`src/rtl/binary_to_bcd_seq.sv`:
```
// Multi-cycle binary-to-BCD converter (shift-and-add-3) with valid/ready handshakes.
// Define BCD_OVF_EN to build the sticky overflow detector; otherwise ovf is tied 0.
module binary_to_bcd_seq #(
  parameter int BIN_W  = 16,
  parameter int DIGITS = 5
) (
  input  logic                  clk,
  input  logic                  rst,
  input  logic                  in_valid,
  output logic                  in_ready,
  input  logic [BIN_W-1:0]      bin_in,
  output logic                  out_valid,
  input  logic                  out_ready,
  output logic [4*DIGITS-1:0]   bcd_out,
  output logic                  ovf,
  output logic                  busy
);

  localparam int CNT_W = $clog2(BIN_W + 1);

  typedef enum logic [1:0] {S_IDLE, S_SHIFT, S_DONE} state_t;

  state_t                r_state;
  logic [BIN_W-1:0]      r_bin;
  logic [4*DIGITS-1:0]   r_bcd;
  logic [CNT_W-1:0]      r_cnt;
  logic                  r_out_valid;
  logic                  r_busy;

  logic [4*DIGITS-1:0]       w_adj;
  logic [4*DIGITS+BIN_W-1:0] w_shift;
  logic                      w_accept;

  genvar gi;
  generate
    for (gi = 0; gi < DIGITS; gi++) begin : g_adj
      assign w_adj[4*gi +: 4] = (r_bcd[4*gi +: 4] >= 4'd5) ? r_bcd[4*gi +: 4] + 4'd3
                                                           : r_bcd[4*gi +: 4];
    end
  endgenerate

  // The top digit's MSB drops out here; it is only observed by the overflow logic.
  assign w_shift  = {w_adj[4*DIGITS-2:0], r_bin, 1'b0};

  assign in_ready  = (r_state == S_IDLE) || ((r_state == S_DONE) && out_ready);
  assign w_accept  = in_valid && in_ready;
  assign out_valid = r_out_valid;
  assign busy      = r_busy;
  assign bcd_out   = r_bcd;

`ifdef BCD_OVF_EN
  logic r_ovf;
  assign ovf = r_ovf;
`else
  assign ovf = 1'b0;
`endif

  always_ff @(posedge clk) begin
    if (rst) begin
      r_state     <= S_IDLE;
      r_bin       <= '0;
      r_bcd       <= '0;
      r_cnt       <= '0;
      r_out_valid <= 1'b0;
      r_busy      <= 1'b0;
`ifdef BCD_OVF_EN
      r_ovf       <= 1'b0;
`endif
    end else begin
      case (r_state)
        S_SHIFT: begin
          r_bcd <= w_shift[4*DIGITS+BIN_W-1:BIN_W];
          r_bin <= w_shift[BIN_W-1:0];
          r_cnt <= r_cnt - CNT_W'(1);
`ifdef BCD_OVF_EN
          r_ovf <= r_ovf | w_adj[4*DIGITS-1];
`endif
          if (r_cnt == CNT_W'(1)) begin
            r_state     <= S_DONE;
            r_out_valid <= 1'b1;
            r_busy      <= 1'b0;
          end
        end
        S_DONE: begin
          if (out_ready && !in_valid) begin
            r_state     <= S_IDLE;
            r_out_valid <= 1'b0;
          end
        end
        default: ;
      endcase

      // Accept can happen from IDLE or from DONE (back-to-back); it overrides the above.
      if (w_accept) begin
        r_state     <= S_SHIFT;
        r_bin       <= bin_in;
        r_bcd       <= '0;
        r_cnt       <= CNT_W'(BIN_W);
        r_out_valid <= 1'b0;
        r_busy      <= 1'b1;
`ifdef BCD_OVF_EN
        r_ovf       <= 1'b0;
`endif
      end
    end
  end

endmodule
```
`config.mk`:
```
export PLATFORM = sky130hd
export DESIGN_NAME = binary_to_bcd_seq
export DESIGN_NICKNAME = d
export VERILOG_FILES = /design/src/rtl/binary_to_bcd_seq.sv
export SDC_FILE = /design/constraint.sdc
export NUM_CORES = 1
export LEC_CHECK = 0
export BUFFER_PORTS_ARGS = -buffer_cell sky130_fd_sc_hd__buf_2
export CAP_MARGIN = 10
export CELL_PAD_IN_SITES_DETAIL_PLACEMENT = 1
export CELL_PAD_IN_SITES_GLOBAL_PLACEMENT = 2
export CORE_UTILIZATION = 32
export DETAILED_ROUTE_END_ITERATION = 16
export PLACE_DENSITY = 0.87
export RECOVER_POWER = 50
export SLEW_MARGIN = 10
export SYNTH_ARGS = -nofsm -noshare
export SYNTH_HDL_FRONTEND = slang
export SYNTH_SLANG_ARGS = --single-unit
```
`constraint.sdc`:
```
create_clock -name clk -period 1.8 [get_ports clk]
set_input_delay 0.27 -clock clk [delete_from_list [all_inputs] [get_ports clk]]
set_output_delay 0.27 -clock clk [all_outputs]
set_load 0.01 [all_outputs]
```
Yosys cells after proc, flatten, opt, wreduce, memory -nomap -nowiden:

Index checks and enable logic that the tools add are counted.

* register bits after elaboration: 45
* bits in latches: 0
* bits in writable memories: 0
* ROM bits: 0
* input bits: 20
* output and inout port bits: 24
* logic and storage cells: 59
* memories: 0

* add/sub/neg operators: 6
* $mul: 0
* div/mod/pow operators: 0
* order comparisons: 5
* equality and inequality tests: 7
* shift operators: 0
* multiplexer cells: 19
* bitwise gates (word level): 0
* reductions and logical operators: 14

Operators by type and width (count)
* 16-bit 2-to-1 mux: 2
* 4-bit by 3-bit >= comparator with 1-bit output (second input constant): 5
* 4-bit by 2-bit adder with 4-bit output (second input constant): 4
* 4-bit 2-to-1 mux: 4
* 5-bit 2-to-1 mux: 2
* 1-bit 2-to-1 mux: 6
* 3-bit AND reduction: 2
* 2-bit nonzero test: 3
* 5-bit by 1-bit == test with 1-bit output (second input constant): 1
* 5-bit by 1-bit subtractor with 5-bit output (second input constant): 1
* 2-bit 2-to-1 mux: 2
* 2-bit case mux with 2 select lines: 1
* 3-bit by 2-bit adder with 3-bit output (second input constant): 1
* 1-bit logical AND: 3
* 3-bit 2-to-1 mux: 1
* 3-bit by 2-bit != test with 1-bit output (second input constant): 1
* 3-bit != test (second input constant): 1
* 3-bit nonzero test: 1
* 2-bit by 1-bit == test with 1-bit output (second input constant): 1
* 2-bit == test (second input constant): 1
* 2-bit zero test: 1
* 2-bit by 1-bit != test with 1-bit output (second input constant): 1
* 2-bit != test (second input constant): 1
* 1-bit case mux with 2 select lines: 1
* 4 further kinds: 4

Logic depth before layout (Yosys ltp):

* depth after elaboration: 6
* gate-level depth with buffers: 8
* gate-level depth less buffers: 6

Worst setup path after synthesis:

OpenSTA, ideal clock, no wires.

* path kind: register -> register
* start: register r_state[1]
* end: register r_cnt[1]
* setup time: 86 ps
* arrival time: 1611 ps
* required time: 1714 ps
* slack: 103 ps
* stages on the path, launching flop included: 9
* buffers on the path: 2
* clock period less this slack: 1697 ps
* cells stage by stage: dfxtp_1 > inv_1 > ha_1 > a21o_1 > nand2_1 > nand2b_1 > clkbuf_1 > buf_2 > a211oi_1

* longest elaborated chain between the ends: 5
* elaborated cells on any way between the ends: 7
* those cells by class: eq/ne (2); reduce/logical (5)

Ends and longest elaborated chain
* start: declaration: line 23 `state_t r_state;`
* start signal: assignment: line 60 `r_state <= S_IDLE;`
* start signal: assignment: line 79 `r_state <= S_DONE;`
* start signal: assignment: line 86 `r_state <= S_IDLE;`
* 2-bit == test: line 45 `assign in_ready = (r_state == S_IDLE) || ((r_state == S_DONE) && out_ready);`
* 1-bit logical AND: line 45
* 1-bit logical OR *: line 45
* named net in_ready: line 10 `output logic in_ready,`
* 1-bit logical AND *: line 46 `assign w_accept = in_valid && in_ready;`
* 2-bit OR reduction (no line) *
* end signal: assignment: line 74 `r_cnt <= r_cnt - CNT_W'(1);`
* end signal: assignment: line 98 `r_cnt <= CNT_W'(BIN_W);`
* end: declaration: line 26 `logic [CNT_W-1:0] r_cnt;`

The timed path passes the listed nets; every way through them passes the cells marked *.
A chain may end at the register's enable or synchronous reset.

Final worst setup path:

* start: register r_cnt[1]
* end: register r_state[1]

* longest elaborated chain between the ends: 3

Ends and longest elaborated chain
* 5-bit by 1-bit == test with 1-bit output: line 78 `if (r_cnt == CNT_W'(1)) begin`
* 2-bit != test (no line)
* 3-bit AND reduction (no line)
* end signal: assignment: line 79
* end signal: assignment: line 86
* end signal: assignment: line 95 `r_state <= S_SHIFT;`

No other way between the ends.

==> results.md <==
Floorplanning:
- Once the floorplan was initialized, standard cells occupied 33.32% of the core.
- The die footprint is 7494 um^2.
- The die boundary height is 86.57 um.
- The floorplan row count is 30.
- The top-level port count is 44.
- From left edge to right edge, the die measures 86.57 um.
- The floorplan step defined a core boundary enclosing 6869 um^2.

CTS:
- The insertion delay to the later sink of the worst-skew pair is 310 ps.
- The total clock buffers created by CTS is 5.
- Once the clock tree was built, the resizer swapped 0 gates to a different size.
- TritonCTS built the clock tree.
- The clock sink count is 44.
- The tree is rooted in a sky130_fd_sc_hd__clkbuf_8.
- The post-CTS setup repair buffer count is 0.
- The H-tree was split into 2 levels.
- The maximum clock path buffer count is 2.
- After clock tree synthesis, the flow added hold-fix buffers numbering 0.
- After clock tree synthesis, the clock-pin slew on the worst setup and hold paths is 100 ps.

Logic synthesis:
- After synthesis the netlist holds a flip-flop and latch count of 44.
- The number of distinct library cells after synthesis is 27.
- The share of the Yosys chip area taken by registers is 38.49%.
- The synthesized cell area is 2288 um^2.
- When the netlist entered floorplanning its net count stood at 310.
- After synthesis, the mean cell area works out to 8.322 um^2.
- The gate count after technology mapping is 275.
- Yosys printed 0 warnings.

Drt:
- The aggregate routed wire length is 5.461 mm.
- The total via count in the routed design is 2091.
- The iteration-0 DRC count of the detailed router is 47.
- The vias per cell is 5.051.
- The post-route antenna net violation count is 0.
- The total iterations of the first detailed-routing run is 4.
- For this run, design rule violations remaining after detail routing come to 0.
- The post-detailed-route wirelength per cell is 13.19 um.

Placed design:
- The post-DP HPWL is 3.864 mm.
- After detailed placement, the design holds a cell count of 406.
- The post-placement worst setup slack is 40.60 ps.
- The congestion estimate from routability-driven global placement came to 0.7215.
- The count of input and output buffers is 42.

Critical path:
- Among cell families on the critical path, the largest total delay comes from simple AND/OR/NAND/NOR gates.
- The worst-case register-to-register setup slack is 80 ps.
- For the worst flop-to-flop path, the logic depth is 6.
- The slowest stage of the critical path is the sky130_fd_sc_hd__or4b_4 cell.
- The worst register-to-register path begins at r_cnt[1].
- The signal on the critical path passes through inv_1, ha_1, or4b_4, a221oi_4, nor2_1, a211oi_2.
- The critical path required time is 2020 ps.
- The data arrival time of the critical path is 1940 ps.
- In this run the worst path has a maximum fanout of 3.
- The delay of the slowest cell on the worst path is 490 ps.
- The critical path is of the reg2reg type.
- The end of the worst register-to-register path is r_state[1].
- The worst setup path is launched from a flop.
- STA classifies the critical path endpoint as a flop.
- The number of buffers and inverters on the critical path is 1.

STA:
- The smallest clock period supported by the final layout is computed as 1719 ps.
- The max-slew violation count is 0.
- Once routing completed, OpenROAD measured the worst setup slack at 80.53 ps.
- Setup violations remaining at the end of the flow were counted as 0.
- The worst setup skew after layout is 11.20 ps.
- The worst hold margin is 232.7 ps.
- The maximum frequency from static timing analysis is 0.5816 GHz.
- Setup repair after global routing could not meet its margin everywhere.
- Summed over all failing endpoints, the final setup total negative slack is 0 ps.
- The count of endpoints failing hold in the final timing report is 0.
- Of the available clock period, the critical path in the final layout requires 95.53%.

Cells and area:
- The count of nets after finishing is 352.
- Once layout is complete, the utilization of the core stands at 39.78%.
- The multi-input gate area in the final layout is 1294 um^2.
- 0 antenna diodes ended up in the layout.
- The share of final-layout standard cells stronger than drive strength 1 is 14.47%.
- The synthesis-to-layout area growth is 19.41%.
- The number of filler cells placed in the layout is 868.
- After the flow finishes, the layout carries non-filler instances totaling 414.
- Registers take 883.3 um^2.

GRT:
- For this run, the total global-route usage over all layers was measured as 15.95%.
- Entering global routing, the biggest net connects 35 pins.
- After global routing the overflow that remains totals 0.
- The number of global-route vias before repair is 2085.
- The first global-routing pass estimated 9.577 mm of wire.
- The number of antenna violations at the first check in global routing is 0.

Pwr:
- The maximum resistive drop on vdd is 0.3736 mV.
- For this design the static power due to leakage is 0.9299 nW.
- Power spread over the standard cell area amounts to 933.8 nW/um^2.

Hold path:
- The worst hold path was traced through 3 stages.
- The critical hold path startpoint is bin_in[0].
- The class of the tightest hold or removal check is in2reg.
- For hold timing, the worst endpoint is r_bin[0].

Outcome:
- The run finished with clean final reports.

Run:
- The number of max-capacitance violations reported is 0.
==> logic make-up after synthesis <==
| logic type | Yosys count | synth area share [%] |
|---|---|---|
| buffers and inverters | 33 | 5.960 |
| other | 1 | 0.1639 |
| adder cells (fa/ha/maj) | 15 | 8.201 |
| flip-flops | 44 | 38.49 |
| AO/OA/AOI/OAI | 83 | 23.29 |
| multiplexers | 16 | 6.998 |
| XOR/XNOR | 4 | 1.531 |
| AND/OR/NAND/NOR | 79 | 15.36 |
==> where the power goes <==
group	internal (mW)	leakage, nW	total, mW	switching [mW]
Combinational	0.313	0.520	0.731	0.418
Sequential	1.08	0.361	1.16	0.0781
Clock	0.286	0.0491	0.664	0.378
==> worst register-to-register path: stages, from the launching register on <==
cell and delay, ps:
sky130_fd_sc_hd__dfxtp_2 330, sky130_fd_sc_hd__inv_1 70, sky130_fd_sc_hd__ha_1 140, sky130_fd_sc_hd__or4b_4 500, sky130_fd_sc_hd__a221oi_4 330, sky130_fd_sc_hd__nor2_1 90
sky130_fd_sc_hd__a211oi_2 190
==> stage by stage <==
step | instance area, um^2 | total power, mW
2_1_floorplan | 2288 | 1.673
3_3_place_gp | 2645 | 1.876
3_5_place_dp | 2645 | 1.903
4_1_cts | 2740 | 2.577
5_1_grt | 2733 | 2.739
6_report | 2733 | 2.552
==> worst max path at each step <==
stage | cells after the start | start | endpoint
6_report | 6 | r_cnt[1] | r_state[1]
5_1_grt | 6 | r_cnt[1] | r_state[1]
4_1_cts | 5 | r_cnt[0] | r_state[1]
3_5_place_dp | 5 | r_cnt[0] | r_state[1]
3_3_place_gp | 5 | r_cnt[0] | r_state[1]
2_1_floorplan | 8 | r_state[1] | r_cnt[1]
==> cell type report <==
cell class	count	share of cell area [%]
Timing Repair Buffer	52	10.26
Multi-Input combinational cell	198	47.34
Tap cell	96	4.396
Inverter	16	2.198
Clock buffer	5	2.518
Clock inverter	3	0.9615
Sequential cell	44	32.33
==> synthesized netlist by cell type (all sizes together) <==
library cell | n | area share [%]
nand3 | 7 | 1.5
ha | 15 | 8.2
nor2 | 35 | 5.7
a221oi | 1 | 0.66
xor2 | 1 | 0.38
nor3b | 4 | 1.3
a21o | 1 | 0.33
a2111oi | 5 | 1.9
clkbuf | 8 | 1.3
o21ai | 20 | 4.4
buf | 9 | 2.0
conb | 1 | 0.16
nand2 | 23 | 3.8
a211oi | 27 | 8.9
inv | 16 | 2.6
nand2b | 7 | 1.9
mux2i | 16 | 7.0
or4b | 1 | 0.60
a221o | 1 | 0.49
a21oi | 18 | 3.9
xnor2 | 3 | 1.1
nor4 | 1 | 0.27
a31oi | 10 | 2.7
nor3 | 1 | 0.22
dfxtp | 44 | 38
==> sequential cells by signal (all words and copies together), names as in the netlist <==
register / cells
bcd_out: 20
busy: 1
r_bin: 16
r_state: 2
r_cnt: 5
==> metal layers <==
metal / track usage (%) / routed length, um / up-vias
li1: - / - / 1057
met3: 3.143 / 175 / 5
met5: 0 / 0 / -
met4: 4.545 / 45 / 0
met2: 27.78 / 2646 / 37
met1: 19.98 / 2594 / 992
==> placed cells by master, fill, tap and decap left out, types with 2 or more instances in the layout <==
cell,count
sky130_fd_sc_hd__a31oi_1,10
sky130_fd_sc_hd__dfxtp_2,2
sky130_fd_sc_hd__buf_12,2
sky130_fd_sc_hd__o21ai_0,20
sky130_fd_sc_hd__xnor2_1,3
sky130_fd_sc_hd__clkbuf_1,22
sky130_fd_sc_hd__clkbuf_8,5
sky130_fd_sc_hd__nor3b_1,4
sky130_fd_sc_hd__ha_1,13
sky130_fd_sc_hd__nand2b_1,7
sky130_fd_sc_hd__nand2_1,23
sky130_fd_sc_hd__ha_2,2
sky130_fd_sc_hd__inv_1,16
sky130_fd_sc_hd__a2111oi_0,4
sky130_fd_sc_hd__buf_4,7
sky130_fd_sc_hd__dfxtp_1,42
sky130_fd_sc_hd__inv_6,2
sky130_fd_sc_hd__mux2i_1,16
sky130_fd_sc_hd__nand3_1,7
sky130_fd_sc_hd__buf_2,21
sky130_fd_sc_hd__nor2_1,35
sky130_fd_sc_hd__a21oi_1,18
sky130_fd_sc_hd__a211oi_1,26
(Power assumes the default switching activity.)
